==> src/rtl/pp_pkg.sv <==
// Shared definitions for the shift-and-add multiplier sequencer.
package pp_pkg;

    localparam int DEFAULT_WIDTH = 8;

    // Encoding keeps ACCUM alone on bit 0 so the generator enable is a single flop.
    typedef enum logic [1:0] {
        ST_IDLE  = 2'b00,
        ST_ACCUM = 2'b01,
        ST_DONE  = 2'b10
    } state_e;

    function automatic int idx_width(input int w);
        return (w <= 2) ? 1 : $clog2(w);
    endfunction

endpackage

==> src/rtl/pp_acc_reg.sv <==
// 2*WIDTH-bit accumulator: adds the zero-extended partial-product row shifted by idx.
module pp_acc_reg
    import pp_pkg::*;
#(
    parameter  int WIDTH = DEFAULT_WIDTH,
    localparam int IW    = idx_width(WIDTH)
) (
    input  logic                 clk,
    input  logic                 rst,
    input  logic                 clr,
    input  logic                 en,
    input  logic [WIDTH-1:0]     pp_row,
    input  logic [IW-1:0]        idx,
    output logic [2*WIDTH-1:0]   acc
);

    logic [2*WIDTH-1:0] r_acc;
    logic [2*WIDTH-1:0] w_addend;

    assign w_addend = {{WIDTH{1'b0}}, pp_row} << idx;

    always_ff @(posedge clk or posedge rst) begin
        if (rst)
            r_acc <= '0;
        else if (clr)
            r_acc <= '0;
        else if (en)
            r_acc <= r_acc + w_addend;
    end

    assign acc = r_acc;

endmodule

==> src/rtl/pp_accum_seq.sv <==
// Sequencer that walks multiplier bits through an external partial-product row
// and accumulates the returned rows into a 2*WIDTH-bit product.
module pp_accum_seq
    import pp_pkg::*;
#(
    parameter  int WIDTH = DEFAULT_WIDTH,
    localparam int IW    = idx_width(WIDTH)
) (
    input  logic                 clk,
    input  logic                 rst,
    input  logic                 start,
    input  logic [WIDTH-1:0]     a,
    input  logic [WIDTH-1:0]     b,
    output logic                 ready,
    output logic                 busy,
    output logic                 done,
    output logic [2*WIDTH-1:0]   product,
    output logic [WIDTH-1:0]     pp_a,
    output logic                 pp_b,
    output logic                 ppgen_en,
    output logic                 ppgen_en_bar,
    input  logic [WIDTH-1:0]     pp_row
);

    state_e             r_state;
    logic [WIDTH-1:0]   r_a;
    logic [WIDTH-1:0]   r_b;
    logic [IW-1:0]      r_idx;

    logic               w_accept;
    logic               w_accum;
    logic               w_last;
    logic [2*WIDTH-1:0] w_acc;

    assign w_accept = (r_state == ST_IDLE) && start;
    assign w_accum  = r_state[0];
    assign w_last   = (r_idx == IW'(WIDTH - 1));

    always_ff @(posedge clk or posedge rst) begin
        if (rst) begin
            r_state <= ST_IDLE;
            r_a     <= '0;
            r_b     <= '0;
            r_idx   <= '0;
        end else begin
            case (r_state)
                ST_IDLE: begin
                    if (start) begin
                        r_a     <= a;
                        r_b     <= b;
                        r_idx   <= '0;
                        r_state <= ST_ACCUM;
                    end
                end
                ST_ACCUM: begin
                    if (w_last)
                        r_state <= ST_DONE;
                    else
                        r_idx <= r_idx + IW'(1);
                end
                ST_DONE:  r_state <= ST_IDLE;
                default:  r_state <= ST_IDLE;
            endcase
        end
    end

    // pp_row may float when the row is disabled, so only ACCUM enables the add.
    pp_acc_reg #(.WIDTH(WIDTH)) u_acc (
        .clk    (clk),
        .rst    (rst),
        .clr    (w_accept),
        .en     (w_accum),
        .pp_row (pp_row),
        .idx    (r_idx),
        .acc    (w_acc)
    );

    assign ready        = (r_state == ST_IDLE);
    assign busy         = w_accum;
    assign done         = (r_state == ST_DONE);
    assign product      = w_acc;
    assign pp_a         = r_a;
    assign pp_b         = w_accum & r_b[r_idx];
    assign ppgen_en     = w_accum;
    assign ppgen_en_bar = ~w_accum;

endmodule

==> config.mk <==
export PLATFORM = sky130hd
export DESIGN_NAME = pp_accum_seq
export DESIGN_NICKNAME = d
export VERILOG_FILES = /design/src/rtl/pp_pkg.sv /design/src/rtl/pp_acc_reg.sv /design/src/rtl/pp_accum_seq.sv
export SDC_FILE = /design/constraint.sdc
export NUM_CORES = 1
export LEC_CHECK = 0
export ABC_AREA = 1
export BUFFER_PORTS_ARGS = -buffer_cell sky130_fd_sc_hd__buf_2
export CAP_MARGIN = 20
export CORE_AREA = 2 2 79 89
export DETAILED_ROUTE_END_ITERATION = 16
export DIE_AREA = 0 0 81 91
export PLACE_DENSITY = 0.74
export RECOVER_POWER = 25
export SYNTH_ARGS = -nofsm -noshare
export SYNTH_HDL_FRONTEND = slang
export SYNTH_SLANG_ARGS = --single-unit
==> constraint.sdc <==
create_clock -name clk -period 4.1 [get_ports clk]
set_clock_uncertainty 0.15 [all_clocks]
set_input_delay 0.615 -clock clk [delete_from_list [all_inputs] [get_ports clk]]
set_output_delay 0.615 -clock clk [all_outputs]
set_load 0.01 [all_outputs]
==> flow_summary.ini <==
[timing]
timing.final.crit_period_ns = 2.917
fmax_ghz = 0.3428
period_share_pct = 71.15
worstMarginPinSlew_ns = 1.952
tns_ns = 0
hold_viol = 0
finalSetupViolCount = 0
relSlewSlack_pct = -30.13
rsz0062_at_grt = false
slew_violations = 38

[yosys]
synth-warning-count = 0
synth_top_area_share_pct = 34.07
synth.area.top_cells = dfrtp_1 34%, nand2_1 23%, ha_1 7.8%
ys.flop_type = dfrtp_1
yosysSeqAreaShare_pct = 34.07
synthArstFlopShare_pct = 100.0
synth_area_leader_cell = dfrtp_1
syn_area_sq_mm = 0.002718
syn-num-nets = 449
ys_ff_latch = 37
yosysMostFrequentCell = nand2_1
ys_top_cells_by_count = 169 x nand2_1, 40 x inv_1, 37 x dfrtp_1, 26 x nand3_1, 26 x o21ai_0
synth_edf_count = 0
avgSynthCellArea_sq_um = 6.727
synth.distinct_cells = 32
syn_inst = 404

[setup_path]
r2r-end = u_acc.acc[15]$_DFFE_PP0P_
end_kind = register
worstPathMaxFanout = 16
start_kind = register
worstPathArrival_ns = 2.96
critical_path_class = register to register
cp.required_ns = 4.14
reg2reg_depth = 15
r2r-start = r_idx[0]$_DFFE_PP0P_
r2r_slack_ns = 1.18

[finish]
drive_gt1_share_pct = 17.47
area_delta_synth_final_pct = 15.79
fin_cells = 540
num_antenna_cells = 0
postLayoutCellArea_sq_mm = 0.003147
nNetsFinal = 502
nFillCells = 695

[power]
internal_power_mw = 1.432
power.leakage_nw = 1.796
p_sw_mw = 1.495
ir_drop_uv = 353.8
p_seq_share_pct = 24.6
finalPower_mw = 2.927
p_comb_share_pct = 63.7
clkPwrFrac_pct = 11.7
swShare_pct = 51.08
power-per-cell-area_mw_per_mm2 = 930.1

[outcome]
outcome = finished, violations left
violations = capacitance limit, slew limit

[placed_design]
placedInstanceArea_sq_mm = 0.003030
place_inst = 532
gp_congestion = 0.9393
portBuffers = 56
hpwl_microns = 5108

[routing]
wl_microns = 6522
antenna_left = 0
vias = 2690
dr.pass1.iters = 4
drc = 0
drt_iter0_drc = 144
routed_via_density = 4.981
wire_per_inst_microns = 12.08

[floorplan]
die_area_sq_mm = 0.007371
pin_count = 57
core_area_sq_mm = 0.006439
die_w_microns = 81
num_rows = 31
initial_core_util_pct = 42.21
fp.dieH_microns = 91

[worst_hold_path]
hold_path_class = register to register
hold_depth = 2
min_from = pp_a[3]$_DFFE_PP0P_
holdPathEnd = pp_a[3]$_DFFE_PP0P_

[clock_network]
tritoncts = built
cts_hold_buf = 0
max-clock-path-buffers = 2
cts_root_buf = clkbuf_8
cts_setup_buffers = 0
clk_latency_ns = 0.30
htree_num_levels = 2
cts_sinks = 37
cts-buffers-inserted = 5
path_clk_slew_ns = 0.08
ctsResizeCount = 0

[global_routing]
antenna_found_initial = 0
grt_max_degree = 38
grt_usage_pct = 19.32
grt_pass1_vias = 2552
grt_overflow = 0
grt_pass1_wl_microns = 11280

[job]
drv_cap = 1
[power by group through the flow]
stage | combinational, mW | sequential (mW) | clock, mW
global placement | 1.80 | 0.720 | 0
floorplan | 1.40 | 0.722 | 0
detailed placement | 1.85 | 0.723 | 0
global route | 2.17 | 0.748 | 0.363
finish | 1.86 | 0.719 | 0.343
CTS | 1.86 | 0.720 | 0.350
[per-stage QoR]
stage                     hold WS (ns)  setup WS [ns]  util, %
after floorplan                 0.2936          1.812        -
final                           0.3290          1.183    48.87
after detailed placement        0.3098          1.265    47.07
after global placement          0.3088          1.302    47.07
after CTS                       0.2768          1.232    48.93
after global routing            0.3422         0.9169    48.87
[how the worst max path moves through the flow]
stage                               from                        end  slack (ns)
finish              r_idx[0]$_DFFE_PP0P_  u_acc.acc[15]$_DFFE_PP0P_        1.18
global route        r_idx[0]$_DFFE_PP0P_  u_acc.acc[15]$_DFFE_PP0P_        0.92
CTS                 r_idx[0]$_DFFE_PP0P_  u_acc.acc[15]$_DFFE_PP0P_        1.23
detailed placement  r_idx[0]$_DFFE_PP0P_  u_acc.acc[15]$_DFFE_PP0P_        1.26
global placement    r_idx[0]$_DFFE_PP0P_  u_acc.acc[15]$_DFFE_PP0P_        1.30
floorplan           r_idx[0]$_DFFE_PP0P_  u_acc.acc[12]$_DFFE_PP0P_        1.81
[sequential cells by signal (all words and copies together), names as in the netlist]
register,flops
r_b,8
r_state,2
pp_a,8
r_idx,3
u_acc.acc,16
[worst max-delay path: stages, from the launching register on]
cell and delay (ns):
dfrtp_1 0.64, inv_2 0.21, nand2_1 0.13, a21oi_1 0.07, a31oi_1 0.22, o21ai_0 0.16
ha_1 0.39, nand2_1 0.13, nor2_1 0.12, nand3_1 0.09, nand2_1 0.13, nand2_1 0.06
nand2_1 0.13, nand3_1 0.09, nand2_1 0.06, nor2_1 0.04
[cell usage in the layout (no fill, tap or decap), types with 2 or more instances in the layout]
cell,n
clkbuf_8,6
nand3_1,26
and2_1,3
nand3b_1,4
ha_1,17
nand4_1,3
o21ai_0,26
nand2_1,169
nor3_1,3
o21ai_1,3
a21oi_1,15
nor2_4,4
buf_2,56
inv_2,3
inv_1,40
dfrtp_1,37
mux2i_1,2
inv_4,3
nor2_1,24
[layout make-up]
| type | instances | area [sq um] | area share (%) |
|---|---|---|---|
| Multi-Input combinational cell | 309 | 1526 | 48.51 |
| Clock inverter | 2 | 37.54 | 1.193 |
| Tap cell | 82 | 102.6 | 3.260 |
| Inverter | 46 | 180.2 | 5.726 |
| Sequential cell | 37 | 925.9 | 29.42 |
| Clock buffer | 6 | 82.58 | 2.624 |
| Timing Repair Buffer | 58 | 291.5 | 9.264 |
[cell families (layout without fill, tap and decap cells)]
family          after synthesis  after routing  share of synthesized area [%]
flops                        37             37                          34.07
compound gates               48             48                          9.254
fa+ha+maj                    18             18                          8.563
buf+inv                      58            112                          9.760
mux                           2              2                         0.7367
simple gates                241            241                          37.62
[per-layer routing]
metal	vias to the layer above	GRT usage (%)	part of all wire, %
met3	14	4.274	5.6
met1	1209	24.46	46
met4	0	8.475	2.4
li1	1387	-	-
met2	80	31.13	46
met5	-	0	0
No activity file was read; power rests on OpenSTA's default activity.
